--- src/rtl/crc_req_arbiter.sv ---
// Round-robin arbiter that shares one serial CRC-16 frame engine among NREQ requesters,
// returning {payload, crc} (or a timeout error) to the requester that was granted.
module crc_req_arbiter #(
   parameter int NREQ    = 4,
   parameter int DW      = 34,
   parameter int CW      = 16,
   parameter int TIMEOUT = 80
) (
   input  logic                 clk,
   input  logic                 reset,
   input  logic [NREQ-1:0]      req,
   input  logic [NREQ*DW-1:0]   req_data,
   output logic [NREQ-1:0]      gnt,
   output logic [NREQ-1:0]      rsp_valid,
   output logic [DW+CW-1:0]     rsp_frame,
   output logic                 rsp_err,
   output logic                 eng_start,
   output logic [DW-1:0]        eng_data,
   input  logic                 eng_done,
   input  logic [CW-1:0]        eng_crc,
   output logic                 busy,
   output logic [1:0]           fsm_state
);

   localparam int IW = (NREQ > 1) ? $clog2(NREQ) : 1;
   localparam int TW = $clog2(TIMEOUT + 1);

   typedef enum logic [1:0] {IDLE, LOAD, RUN, RESP} state_t;

   state_t          state;
   state_t          state_nxt;
   logic [IW-1:0]   owner;
   logic [IW-1:0]   last;
   logic [IW-1:0]   winner;
   logic            found;
   logic [DW-1:0]   payload;
   logic [CW-1:0]   crc;
   logic            err;
   logic [TW-1:0]   cnt;
   logic            timed_out;

   function automatic logic [IW-1:0] rr_idx(input logic [IW-1:0] base, input int k);
      return IW'((int'(base) + k) % NREQ);
   endfunction

   // Handshake: a requester holds req[i] (and a stable payload) until gnt[i] pulses for one
   // cycle; its result comes back later as a one-cycle rsp_valid[i] pulse qualified by rsp_err.
   always_comb begin
      found  = 1'b0;
      winner = '0;
      for (int k = 1; k <= NREQ; k++) begin
         if (!found && req[rr_idx(last, k)]) begin
            found  = 1'b1;
            winner = rr_idx(last, k);
         end
      end
   end

   assign timed_out = (cnt == TW'(TIMEOUT));

   always_ff @(posedge clk) begin
      if (reset) begin
         state <= IDLE;
      end else begin
         state <= state_nxt;
      end
   end

   always_comb begin
      state_nxt = state;
      case (state)
         IDLE:    if (found) state_nxt = LOAD;
         LOAD:    state_nxt = RUN;
         RUN:     if (eng_done || timed_out) state_nxt = RESP;
         RESP:    state_nxt = IDLE;
         default: state_nxt = IDLE;
      endcase
   end

   // A done on the same edge as the timeout still counts as a good result.
   always_ff @(posedge clk) begin
      if (reset) begin
         owner   <= '0;
         last    <= IW'(NREQ - 1);
         payload <= '0;
         crc     <= '0;
         err     <= 1'b0;
         cnt     <= '0;
      end else begin
         case (state)
            IDLE: begin
               if (found) begin
                  owner   <= winner;
                  payload <= req_data[int'(winner)*DW +: DW];
               end
            end
            LOAD: cnt <= '0;
            RUN: begin
               if (eng_done) begin
                  crc <= eng_crc;
                  err <= 1'b0;
               end else if (timed_out) begin
                  crc <= '0;
                  err <= 1'b1;
               end else begin
                  cnt <= cnt + TW'(1);
               end
            end
            RESP: last <= owner;
            default: ;
         endcase
      end
   end

   always_comb begin
      gnt       = '0;
      rsp_valid = '0;
      rsp_frame = '0;
      rsp_err   = 1'b0;
      eng_start = 1'b0;
      case (state)
         LOAD: begin
            gnt[owner] = 1'b1;
            eng_start  = 1'b1;
         end
         RESP: begin
            rsp_valid[owner] = 1'b1;
            rsp_frame        = {payload, crc};
            rsp_err          = err;
         end
         default: ;
      endcase
   end

   assign busy      = (state != IDLE);
   assign eng_data  = payload;
   assign fsm_state = state;

endmodule

--- config.mk ---
export PLATFORM = sky130hd
export DESIGN_NAME = crc_req_arbiter
export DESIGN_NICKNAME = d
export VERILOG_FILES = /design/src/rtl/crc_req_arbiter.sv
export SDC_FILE = /design/constraint.sdc
export NUM_CORES = 1
export LEC_CHECK = 0
export CORE_MARGIN = 8
export CORE_UTILIZATION = 39
export DETAILED_ROUTE_END_ITERATION = 7
export PLACE_DENSITY = 0.84
export SLEW_MARGIN = 15
export SYNTH_ARGS = -nofsm -noshare
export SYNTH_HDL_FRONTEND = slang
export SYNTH_SLANG_ARGS = --single-unit
--- constraint.sdc ---
create_clock -name clk -period 5.4 [get_ports clk]
set_input_delay 0.81 -clock clk [delete_from_list [all_inputs] [get_ports clk]]
set_output_delay 0.81 -clock clk [all_outputs]
set_load 0.1 [all_outputs]
==> flow_metrics.py <==
metrics = {
    "detailed_routing": {
        "post_drt_wl_per_cell_um": 19.85,
        "first_iter_violations": 329,
        "wirelength_um": 16490,
        "dr.pass1.iters": 4,
        "drtAntennaViolNets": 0,
        "remaining_drc_errors": 0,
        "num_vias": 4470,
        "avgViaCountPerCell": 5.379,
    },
    "floorplanning": {
        "core_um2": 9729,
        "die_y_um": 115.8,
        "die-area_um2": 13400,
        "initial_utilization_pct": 39.89,
        "boundaryPins": 256,
        "fp-row-count": 36,
        "die_w_um": 115.8,
    },
    "placed_design": {
        "placed_cell_area_um2": 6411,
        "place_ws_ps": 1871,
        "gp_congestion": 0.9405,
        "dp_hpwl_um": 12840,
        "io_buffers": 255,
    },
    "pwr": {
        "p_leak_nw": 2.588,
        "p_sw_mw": 1.858,
        "seq_power_share_pct": 22.5,
        "ir_worst_vdd_mv": 0.2995,
        "powerDensity_nw_per_um2": 499.6,
        "power_frac_comb_pct": 61.8,
        "power.internal_mw": 1.473,
        "switching_share_pct": 55.78,
        "clkPwrFrac_pct": 15.7,
    },
    "global_route": {
        "grt_remaining_overflow": 0,
        "grt_use_total_pct": 23.60,
        "antenna_found_initial": 1,
        "grt_pass1_vias": 4687,
        "grt_pass1_wl_um": 24770,
        "grt_max_degree": 59,
    },
    "timing": {
        "hold_ws_ps": 510.7,
        "finalCritPeriodShare_pct": 70.70,
        "fin_ws_ps": 1582,
        "fin_crit_ps": 3818,
        "maxSlewViolCount": 0,
        "setup_viol": 0,
        "tns_ps": 0,
        "fin_skew_ps": 11.12,
        "clock.fmax_mhz": 261.9,
        "maxSlewHeadroom_pct": 24.87,
        "rsz0062_at_grt": "no",
        "tightest_slew_ps": 1119,
        "hold_viol": 0,
    },
    "setup_path": {
        "cp-end-kind": "output port",
        "worst_ep_required_time_ps": 4590,
        "reg2reg_slack_ps": 2620,
        "critical_path_arrival_ps": 3010,
        "path_max_fanout": 58,
        "path_buf_inv": 1,
        "reg2reg_to": "eng_data[1]",
        "cpPeakStageDelay_ps": 1160,
        "startpoint_type": "flip-flop",
        "reg2regPathDepth": 6,
        "r2r-start": "fsm_state[0]",
        "cpMaxStageDelayCell": "clkdlybuf4s50_1",
        "path_delay_family": "buffers and inverters",
        "crit_chain": "ha_2 > and2_1 > clkdlybuf4s50_1",
        "path_class": "flip-flop to output port",
    },
    "logic_synthesis": {
        "syn_inst": 464,
        "ys_seq_area_share_pct": 33.01,
        "synthArstFlopShare_pct": 0,
        "syn_area_per_cell_um2": 8.365,
        "netlist_area_um2": 3881,
        "synth_seq_cells": 64,
        "synth_area_leaders": "dfxtp_1, mux2i_1, and2_1, and3_1, o221ai_1",
        "synth_edf_count": 0,
        "synth_top_area_share_pct": 33.01,
        "synth_ff_type": "dfxtp_1",
        "synth_nets": 629,
        "synth_area_leader_cell": "dfxtp_1",
        "ys_types": 46,
        "yosys_warnings": 0,
    },
    "clocking": {
        "cts-root-buf": "clkbuf_8",
        "hold_buffers": 0,
        "clk_path_buf_depth": 2,
        "cts.repair.resized": 0,
        "worstSkewPairLatency_ps": 340,
        "cts_buffers": 9,
        "cts_tree": "done",
        "numClockSinks": 64,
        "clkTransAtPathRegs_ps": 80,
        "h-tree-depth": 3,
        "postCtsSetupBuffers": 0,
    },
    "worst_hold_path": {
        "min_path_cells": 2,
        "holdCritPathClass": "flip-flop to flip-flop",
        "min_from": "crc[4]",
        "whs_endpoint": "crc[4]",
    },
    "cells_and_area": {
        "final_nets": 857,
        "layout_commonest_cell": "clkdlybuf4s50_1",
        "fin_area_um2": 6666,
        "final_cell_mix": "clkdlybuf4s50_1, dfxtp_1, and2_1",
        "layout-drive-gt1-share_pct": 4.304,
        "fillers": 793,
        "syn_to_final_growth_pct": 71.76,
    },
    "job": {
        "maxCapViolations": 0,
    },
    "outcome": {
        "status": "completed",
    },
}
kinds of logic after synthesis:
logic type / synth area share [%]
simple gates: 27.30
compound gates: 20.86
flops: 33.01
buf+inv: 6.608
mux: 9.155
fa+ha+maj: 1.934
xor+xnor: 1.129
worst min-delay path: stages, from the launching register on:
cell,delay [ps]
dfxtp_1,330
a22oi_1,80
nor2_1,70
area by class of cell:
type / instances / area, um^2 / share of cell area (%)
repair buffers: 259 / 2577 / 38.66
multi-input cells: 349 / 2352 / 35.29
flip-flops and latches: 64 / 1281 / 19.22
well taps: 133 / 166.4 / 2.496
clock buffers: 10 / 137.6 / 2.065
clock inverters: 6 / 115.1 / 1.727
inverters: 9 / 33.78 / 0.5068
diodes: 1 / 2.502 / 0.03754
state kept, by name, indices dropped and copies added (netlist names):
register and cells:
owner 2, fsm_state 2, last 2, eng_data 34
err 1, cnt 7, crc 16
cells in the mapped netlist, drive strengths merged (2+ instances only):
| cell type | n |
|---|---|
| nand2b | 2 |
| nand2 | 12 |
| nor2 | 40 |
| nand3 | 26 |
| buf | 14 |
| a21o | 2 |
| o221ai | 22 |
| and3b | 2 |
| ha | 6 |
| mux2i | 34 |
| o211ai | 3 |
| nor3b | 2 |
| a22oi | 17 |
| nor4 | 12 |
| and3 | 37 |
| a31oi | 2 |
| inv | 9 |
| nand4 | 3 |
| xor2 | 2 |
| and2 | 53 |
| nor3 | 2 |
| o21ai | 13 |
| clkbuf | 28 |
| dfxtp | 64 |
| xnor2 | 3 |
| a21boi | 12 |
| a211oi | 24 |
| a21oi | 8 |
worst max-delay path by stage:
stage / depth (start not counted) / from / to
after floorplan: 2 / fsm_state[0] / gnt[0]
after detailed placement: 5 / req[3] / eng_data[1]
after CTS: 3 / fsm_state[1] / rsp_valid[0]
after global placement: 3 / fsm_state[0] / rsp_frame[27]
final: 3 / fsm_state[0] / rsp_frame[27]
after global routing: 4 / fsm_state[0] / rsp_valid[1]
metal layers:
layer  part of all wire [%]  up-vias  track usage (%)  wire [um]
li1                       -     2164                -          -
met3                     11       26            10.21       1784
met1                     37     2078            24.62       6050
met2                     49      202            40.42       8158
met4                    3.0        0            9.939        500
met5                      0        -            2.344          0
power groups by stage:
| stage | logic (mW) | clock network [mW] | registers (mW) |
|---|---|---|---|
| after floorplan | 0.729 | 0 | 1.53 |
| after global placement | 2.04 | 0 | 0.750 |
| after detailed placement | 2.06 | 0 | 0.754 |
| after CTS | 2.07 | 0.535 | 0.748 |
| after global routing | 2.15 | 0.558 | 0.766 |
| final | 2.06 | 0.523 | 0.749 |
through the flow:
step	instances	total power, mW	utilization (%)
final	831	3.331	68.52
after global routing	831	3.473	68.52
after CTS	830	3.350	68.49
after detailed placement	814	2.817	65.90
after global placement	814	2.786	65.90
after floorplan	464	2.255	-
Note: power is estimated with default switching activity, not from simulation.
